==> src/rtl/lii_out_arbiter.sv <==
// Round-robin arbiter sharing one LII phy output among NIN HLS streams.
// Grants hold for up to BURST beats; a 2-entry buffer keeps the phy side registered.
module lii_out_arbiter #(
  parameter int               NIN     = 4,
  parameter int               DW      = 64,
  parameter int               PW      = 128,
  parameter int               BURST   = 16,
  parameter logic [7:0]       SRC_ID  = 8'h00,
  parameter logic [NIN*8-1:0] DST_MAP = {NIN{8'h00}}
) (
  input  logic              aclk,
  input  logic              arstn,
  input  logic [NIN*DW-1:0] in_tdata,
  input  logic [NIN-1:0]    in_tvalid,
  output logic [NIN-1:0]    in_tready,
  output logic [PW-1:0]     lii_out_p0_tdata,
  output logic              lii_out_p0_tvalid,
  input  logic              lii_out_p0_tready,
  output logic [7:0]        lii_out_p0_src,
  output logic [7:0]        lii_out_p0_dst,
  output logic [NIN-1:0]    grant,
  output logic              busy
);

  localparam int GW = (NIN > 1) ? $clog2(NIN) : 1;
  localparam int CW = $clog2(BURST + 1);
  localparam int BW = DW + 8;

  typedef enum logic {IDLE, GRANT} state_e;

  state_e        state_q, state_d;
  logic [GW-1:0] gidx_q, gidx_d;
  logic [GW-1:0] lptr_q, lptr_d;
  logic [CW-1:0] cnt_q, cnt_d;
  logic [1:0]    occ_q, occ_d;
  logic          wptr_q, wptr_d;
  logic          rptr_q, rptr_d;
  logic [BW-1:0] mem_q [2];

  logic          sel_vld;
  logic [GW-1:0] sel_idx;
  logic [GW:0]   cand;
  logic          has_room;
  logic          src_vld;
  logic          push;
  logic          pop;
  logic [DW-1:0] push_data;
  logic [7:0]    push_dst;
  logic [BW-1:0] head;

  // Search starts just after the last-granted stream so it ends up with lowest priority.
  always_comb begin
    sel_vld = 1'b0;
    sel_idx = '0;
    cand    = '0;
    for (int k = 1; k <= NIN; k++) begin
      cand = {1'b0, lptr_q} + (GW+1)'(k);
      if (cand >= (GW+1)'(NIN)) cand = cand - (GW+1)'(NIN);
      if (!sel_vld && in_tvalid[cand[GW-1:0]]) begin
        sel_vld = 1'b1;
        sel_idx = cand[GW-1:0];
      end
    end
  end

  assign has_room  = (occ_q != 2'd2);
  assign src_vld   = in_tvalid[gidx_q];
  assign push      = (state_q == GRANT) && src_vld && has_room;
  assign pop       = lii_out_p0_tvalid && lii_out_p0_tready;
  assign push_data = in_tdata[int'(gidx_q)*DW +: DW];
  assign push_dst  = DST_MAP[int'(gidx_q)*8 +: 8];

  always_comb begin
    in_tready = '0;
    grant     = '0;
    if (state_q == GRANT) begin
      grant[gidx_q]     = 1'b1;
      in_tready[gidx_q] = has_room;
    end
  end

  always_comb begin
    state_d = state_q;
    gidx_d  = gidx_q;
    lptr_d  = lptr_q;
    cnt_d   = cnt_q;
    case (state_q)
      IDLE: begin
        if (sel_vld) begin
          state_d = GRANT;
          gidx_d  = sel_idx;
          cnt_d   = '0;
        end
      end
      GRANT: begin
        if (push) cnt_d = cnt_q + CW'(1);
        // A full buffer stalls the grant but never releases it.
        if ((push && (cnt_q == CW'(BURST - 1))) || !src_vld) begin
          state_d = IDLE;
          lptr_d  = gidx_q;
        end
      end
      default: state_d = IDLE;
    endcase
  end

  always_comb begin
    occ_d  = occ_q;
    wptr_d = wptr_q ^ push;
    rptr_d = rptr_q ^ pop;
    if (push && !pop)      occ_d = occ_q + 2'd1;
    else if (!push && pop) occ_d = occ_q - 2'd1;
  end

  always_ff @(posedge aclk or negedge arstn) begin
    if (!arstn) begin
      state_q <= IDLE;
      gidx_q  <= '0;
      lptr_q  <= GW'(NIN - 1);
      cnt_q   <= '0;
      occ_q   <= '0;
      wptr_q  <= 1'b0;
      rptr_q  <= 1'b0;
    end else begin
      state_q <= state_d;
      gidx_q  <= gidx_d;
      lptr_q  <= lptr_d;
      cnt_q   <= cnt_d;
      occ_q   <= occ_d;
      wptr_q  <= wptr_d;
      rptr_q  <= rptr_d;
    end
  end

  // Payload storage carries no reset; occupancy alone decides what is visible.
  always_ff @(posedge aclk) begin
    if (push) mem_q[wptr_q] <= {push_dst, push_data};
  end

  assign head              = mem_q[rptr_q];
  assign lii_out_p0_tvalid = (occ_q != 2'd0);
  assign busy              = (state_q == GRANT) || lii_out_p0_tvalid;

  always_comb begin
    lii_out_p0_tdata = '0;
    lii_out_p0_src   = 8'h00;
    lii_out_p0_dst   = 8'h00;
    if (lii_out_p0_tvalid) begin
      lii_out_p0_tdata[DW-1:0] = head[DW-1:0];
      lii_out_p0_src           = SRC_ID;
      lii_out_p0_dst           = head[BW-1 -: 8];
    end
  end

endmodule
==> config.mk <==
export PLATFORM = sky130hd
export DESIGN_NAME = lii_out_arbiter
export DESIGN_NICKNAME = d
export VERILOG_FILES = /design/src/rtl/lii_out_arbiter.sv
export SDC_FILE = /design/constraint.sdc
export NUM_CORES = 1
export LEC_CHECK = 0
export ABC_AREA = 1
export CORE_AREA = 3 3 160 162
export CTS_CLUSTER_DIAMETER = 150
export CTS_CLUSTER_SIZE = 30
export DETAILED_ROUTE_END_ITERATION = 10
export DIE_AREA = 0 0 163 165
export GPL_TIMING_DRIVEN = 0
export PLACE_DENSITY = 0.75
export SLEW_MARGIN = 20
export SYNTH_ARGS = -nofsm -noshare
export SYNTH_HDL_FRONTEND = slang
export SYNTH_SLANG_ARGS = --single-unit
==> constraint.sdc <==
create_clock -name aclk -period 2.9 [get_ports aclk]
set_input_delay 0.435 -clock aclk [delete_from_list [all_inputs] [get_ports aclk]]
set_output_delay 0.435 -clock aclk [all_outputs]
set_load 0.02 [all_outputs]
Yosys cells after proc, flatten, opt, wreduce, memory -nomap -nowiden
Memories as Yosys holds them, arrays and structs flattened. Index checks and enable logic that the tools add are counted.

Memory bits (writable): 144. Bits of input ports: 263. Output and inout bits: 154. Register bits: 14. Memories: 1.

Muxes and demuxes: 38. Bitwise logic cells: 4. $add $sub $neg: 11. Shift-type cells: 2. Equality and inequality tests: 4. $lt $le $gt $ge: 10. Reductions and logical operators: 23.

Memory list: mem_q (words 2, width 72, read ports 1, clocked after Yosys merged registers in 0, wr ports 1, RTL line 38) `logic [BW-1:0] mem_q [2];`.

Operator list (number): 256-bit by 9-bit indexed part select with 64-bit output (1); 64-bit two-way mux (1); 32-bit by 6-bit indexed part select with 8-bit output (first input constant) (1); 2-bit two-way mux (10); 2-bit by 3-bit < comparator with 1-bit output (second input constant) (5); 1-bit two-way mux (14); 3-bit >= comparator (second input constant) (4); 1-bit binary-select mux with 2-bit select (5); 1-bit logical AND (10); 5-bit two-way mux (2); 5-bit one-hot mux with 2 select lines (1); 2-bit by 1-bit subtractor with 2-bit output (second input constant) (5); 4-bit two-way mux (2); 8-bit two-way mux (1); 2-bit by 2-bit adder with 3-bit output (second input constant) (2); 1-bit logical NOT (6); 2-bit AND reduction (3); 5-bit by 1-bit adder with 5-bit output (second input constant) (1); 5-bit by 4-bit == test with 1-bit output (second input constant) (1); 4-bit AND (1); 2-bit != test (second input constant) (2); 2-bit nonzero test (2); 2-bit by 1-bit adder with 3-bit output (second input constant) (1); 2-bit by 3-bit adder with 3-bit output (second input constant) (1); other kinds (8) (10).

Depth between registers and ports, before layout
Depth in word-level cells: 17. Mapped depth: 12.

Least setup slack after synthesis
OpenSTA, ideal clock, no wires.

Kind: register to register. Start: register gidx_q[0]. End: memory mem_q[1][0] in the netlist's numbering, enable pin. Arrival time: 2.491 ns. Library setup time: 0.429 ns. Stages on the path, launching flop included: 7. Setup slack: -0.020 ns. Path through: dfrtp_1 nor2_1 nand2_1 nand4_1 nand2_2 inv_2 ha_1.

Longest elaborated chain between the ends: 6.

Ends and longest elaborated chain: start: declaration (RTL line 32) `logic [GW-1:0] gidx_q, gidx_d;`; start signal: assignment (RTL line 126) `gidx_q <= gidx_d;`; 1-bit binary-select mux with 2-bit select (RTL line 67) `assign src_vld = in_tvalid[gidx_q];`; 1-bit two-way mux (not written as such) (RTL line 67); 1-bit logical AND (2 in series) (RTL line 68) `assign push = (state_q == GRANT) && src_vld && has_room;`; 1-bit two-way mux (RTL line 137) `if (push) mem_q[wptr_q] <= {push_dst, push_data};`; 1-bit two-way mux (not written as such) (RTL line 137); end: declaration (RTL line 38).

No other way between the ends. The select of a mux whose other input is x is not followed.

Worst setup path in the final report
Start: register gidx_q[1]. End: output grant[2].

Longest elaborated chain between the ends: 5. Elaborated cells on any way between the ends: 6. Those cells by class: order compare: 2; mux: 3; reduce/logical: 1.

Ends and longest elaborated chain: 2-bit by 3-bit < comparator with 1-bit output (not written as such) or 2-bit by 1-bit >= comparator with 1-bit output (tied branches) (RTL line 77) `grant[gidx_q] = 1'b1;`; 1-bit logical AND (not written as such) (RTL line 77); 1-bit two-way mux (not written as such) (RTL line 77); 1-bit demux with 2-bit select * (RTL line 77); 4-bit two-way mux * (RTL line 76) `if (state_q == GRANT) begin`; end: declaration (RTL line 21) `output logic [NIN-1:0] grant,`.

Mark *: on every way between the ends. The rest lies on a longest branch, timed or not.

==> metrics.md <==
| Metric | Value |
|---|---|
| Slew headroom | 37.8% |
| Pwr dens | approximately 1100 nW/µm² |
| Fmax | 0.361 GHz |
| Worst slack, placed | -0.121 ns |
| Worst vdd ir | about 0.00066 V |
| Syn Inst Count | 825 |
| Largest net degree at the start of global routing | 41 |
| Port-buffer cells | roughly 340 |
| Setup slack after layout | between 0.1 and 0.15 ns |
| Worst setup EP type | output pin |
| Die area | 26900 µm² |
| DP Cell Count | roughly 1.6k |
| Area Overhead vs Synth | 61.8% |
| Core Box Area | 24200 µm² |
| Vias in the first global route | between 7k and 8k |
| Synth Area in Simple Gates | between 10% and 20% |
| DR DRC count | 0 |
| Dpl cell area | between 10000 and 15000 µm² |
| # fillers | 2222 |
| Crit-path cells | inv_2, nor2_1, buf_4, inv_1, nor2_1, clkdlybuf4s50_1 |
| Clock Sinks | between 100 and 150 |
| Post-synthesis mux area share | 0% |
| Most common cell in the synthesized netlist | nand2_1 |
| Inserted Clock Buffers | 17 |
| Nets@finish | approximately 1.5k |
| DP HPWL | between 20000 and 25000 µm |
| Adder-cell share of the synthesized area | 0.807% |
| Initial core utilization | roughly a third |
| Async set-reset flop share out of synthesis | just under 10% |
| Most frequent cells after synthesis | 268 x nand2_1, 128 x edfxtp_1, 104 x a22oi_1 |
| Worst setup SP type | flip-flop |
| Post-CTS resize count | 25 |
| CP required | between 2 and 2.5 ns |
| Max Slew Vio Count | 0 |
| Post-synth EDFFs | ~130 |
| Crit Path Category | reg2out |
| Drt wl/cell | 19.4 µm |
| H-tree Lvls | 4 |
| Clock Root Buffer | clkbuf_16 |
| Skew-Pair Late Insertion Delay | around 0.42 ns |
| Critical Path AT | around 2.3 ns |
| # diodes | 0 |
| Worst Hold Class | in2async |
| Routed wire length | roughly 30000 µm |
| Site Rows | 57 |
| Period utilization | between 90% and 100% |
| Depth of the most critical reg-to-reg path | 8 |
| Mapped cell area | about 7800 µm² |
| Final Cell Area | roughly 13000 µm² |
| Register area share after synthesis | between 50% and 60% |
| Drt first-iter violations | around 540 |
| Flops & latches, synth | 142 |
| Synth Area per Inst | 9.40 µm² |
| Initial antenna violation count | 0 |
| Setup Viol. Count Final | 0 |
| Layout cells sized above 1 | between 10 and 15% |
| Largest family of logic cells by synthesized area | simple AND/OR/NAND/NOR gates |
| Die height | ~170 µm |
| Fin Clk Skew | around 0.0085 ns |
| Antenna Nets Post-Route | 0 |
| CP Max Fanout | 19 |
| Crit-path slowest cell | clkdlybuf4s50_1 |
| First-pass GRT wire length | 42800 µm |
| GR Util All Layers | about 22% |
| Area of the multi-input gates | between 2000 and 3000 µm² |
| Post-synth top flop | edfxtp_1 |
| CTS Buffer Depth | 2 |
| Post-synth cell types | 31 |
| Hold Buf Count CTS | 0 |
| # IOs | 417 |
| Top cell type's share of synthesized area | 49.6% |
| Core Util, Final | 51.7% |
| Cell mode on critical path | nor2_1 |
| CTS clk-pin slew, worst paths | 0.07 ns |
| Area occupied by registers | roughly 4200 µm² |
| Final Instance Count excl. Fillers | ~1.6k |
| 1st-pass router iterations | 6 |
| Unrepaired setup endpoints after global routing | false |
| Leakage | 5.16 nW |
| XOR/XNOR Fraction of Synth Area | less than 1% |
| Average vias per placed instance | around 4.8 |
| Total of max-cap violations | 0 |
| TritonCTS clock tree | yes |
| Complex-gate fraction of the synthesized area | 14.9% |
| Final hold vios | 0 |
| Crit path time final | between 2 and 3 ns |
| YS warnings | 0 |
| Outcome | finished, final reports clean |
| GPL Wtd Cong | just over 0.8 |
| Slowest stage delay, CP | about 0.62 ns |
| Post CTS Setup Buffer Count | 0 |
| Die Span X | between 150 and 200 µm |
| Least-Margin Pin Slew | 0.932 ns |
| Synth area leaders | edfxtp_1 50%, nand2_1 13%, a22oi_1 10%, buf_4 7.7%, a21oi_1 4.4% |
| Total Power | 0.0132 W |
| Synth area leader | edfxtp_1 |
| Gr ovfl total | 0 |
| Via count | between 7k and 8k |
-- final cells by class --
type / count / share of cell area [%]
clock inverters: 15 / 1.36
flip-flops and latches: 142 / 33.5
repair buffers: 338 / 27.3
well taps: 324 / 3.23
inverters: 28 / 0.858
multi-input cells: 604 / 23.4
clock buffers: 17 / 3.39
plain buffers: 127 / 6.97
-- power breakdown --
part | switching (W) | internal, W | total [W] | leakage [nW]
logic | 0.00475 | 0.00275 | 0.00749 | 3.53
clock network | 0.000946 | 0.00130 | 0.00224 | 0.284
registers | 0.000184 | 0.00331 | 0.00349 | 1.35
-- registers in the layout, indices dropped and copies added (netlist names) --
name	flops
state_q	1
occ_q	2
gidx_q	2
cnt_q	5
lptr_q	2
mem_q	128
rptr_q	1
wptr_q	1
-- per-stage QoR --
step | setup TNS [ns] | hold slack [ns]
after CTS | 0 | 0.429
after floorplan | -2.62 | 0.139
final | 0 | 0.434
after detailed placement | -1.02 | 0.496
after global placement | -205.32 | 0.481
after global routing | 0 | 0.462
-- layer usage --
layer	global-route usage [%]	wire length, µm	part of all wire, %
met2	37.2	15100	49
met1	27.5	12700	41
met4	6.73	709	2.3
met5	0	0	0
met3	4.06	2410	7.8
-- cell usage in the layout (no fill, tap or decap), types with 2 or more instances in the layout --
cell type        instances
clkdlybuf4s50_1        335
nand2_1                268
edfxtp_1               128
a22oi_1                104
buf_4                   87
conb_1                  80
a21oi_1                 68
nand3_1                 36
buf_2                   22
inv_1                   20
nor2_1                  18
clkbuf_16               17
dfrtp_1                 12
clkbuf_4                 8
inv_6                    7
inv_2                    6
nand2_2                  6
clkbuf_1                 5
clkbuf_2                 4
o21ai_0                  4
nand4_1                  3
xor2_1                   3
ha_1                     3
clkinvlp_4               3
clkinv_1                 2
or2_1                    2
ha_4                     2
bufinv_16                2
inv_8                    2
buf_16                   2
dfstp_2                  2
-- cell families after synthesis --
logic type,after synthesis
other,1
and+or+nand+nor,337
adders and majority gates,5
DFF,142
AOI/OAI and AO/OA,178
xor gates and xnor gates,4
buffers and inverters,158
-- worst max-delay path, delay by kind of cell (launching register included) --
family / cells / cell delay, ns
and+or+nand+nor: 2 / 0.33
buffers and inverters: 4 / 1.14
DFF: 1 / 0.45
-- path summary, 6_finish.rpt --
path	endpoint	slack, ns	start
setup / recovery	grant[2]	0.13	gidx_q[1]
hold / removal	occ_q[1]	0.43	arstn
setup reg to reg	mem_q[0][0]	0.59	gidx_q[1]
hold reg to reg	cnt_q[4]	0.51	cnt_q[4]
max in group asynchronous	gidx_q[1]	2.02	arstn
min in group aclk	cnt_q[4]	0.51	cnt_q[4]
(Power assumes the default switching activity.)
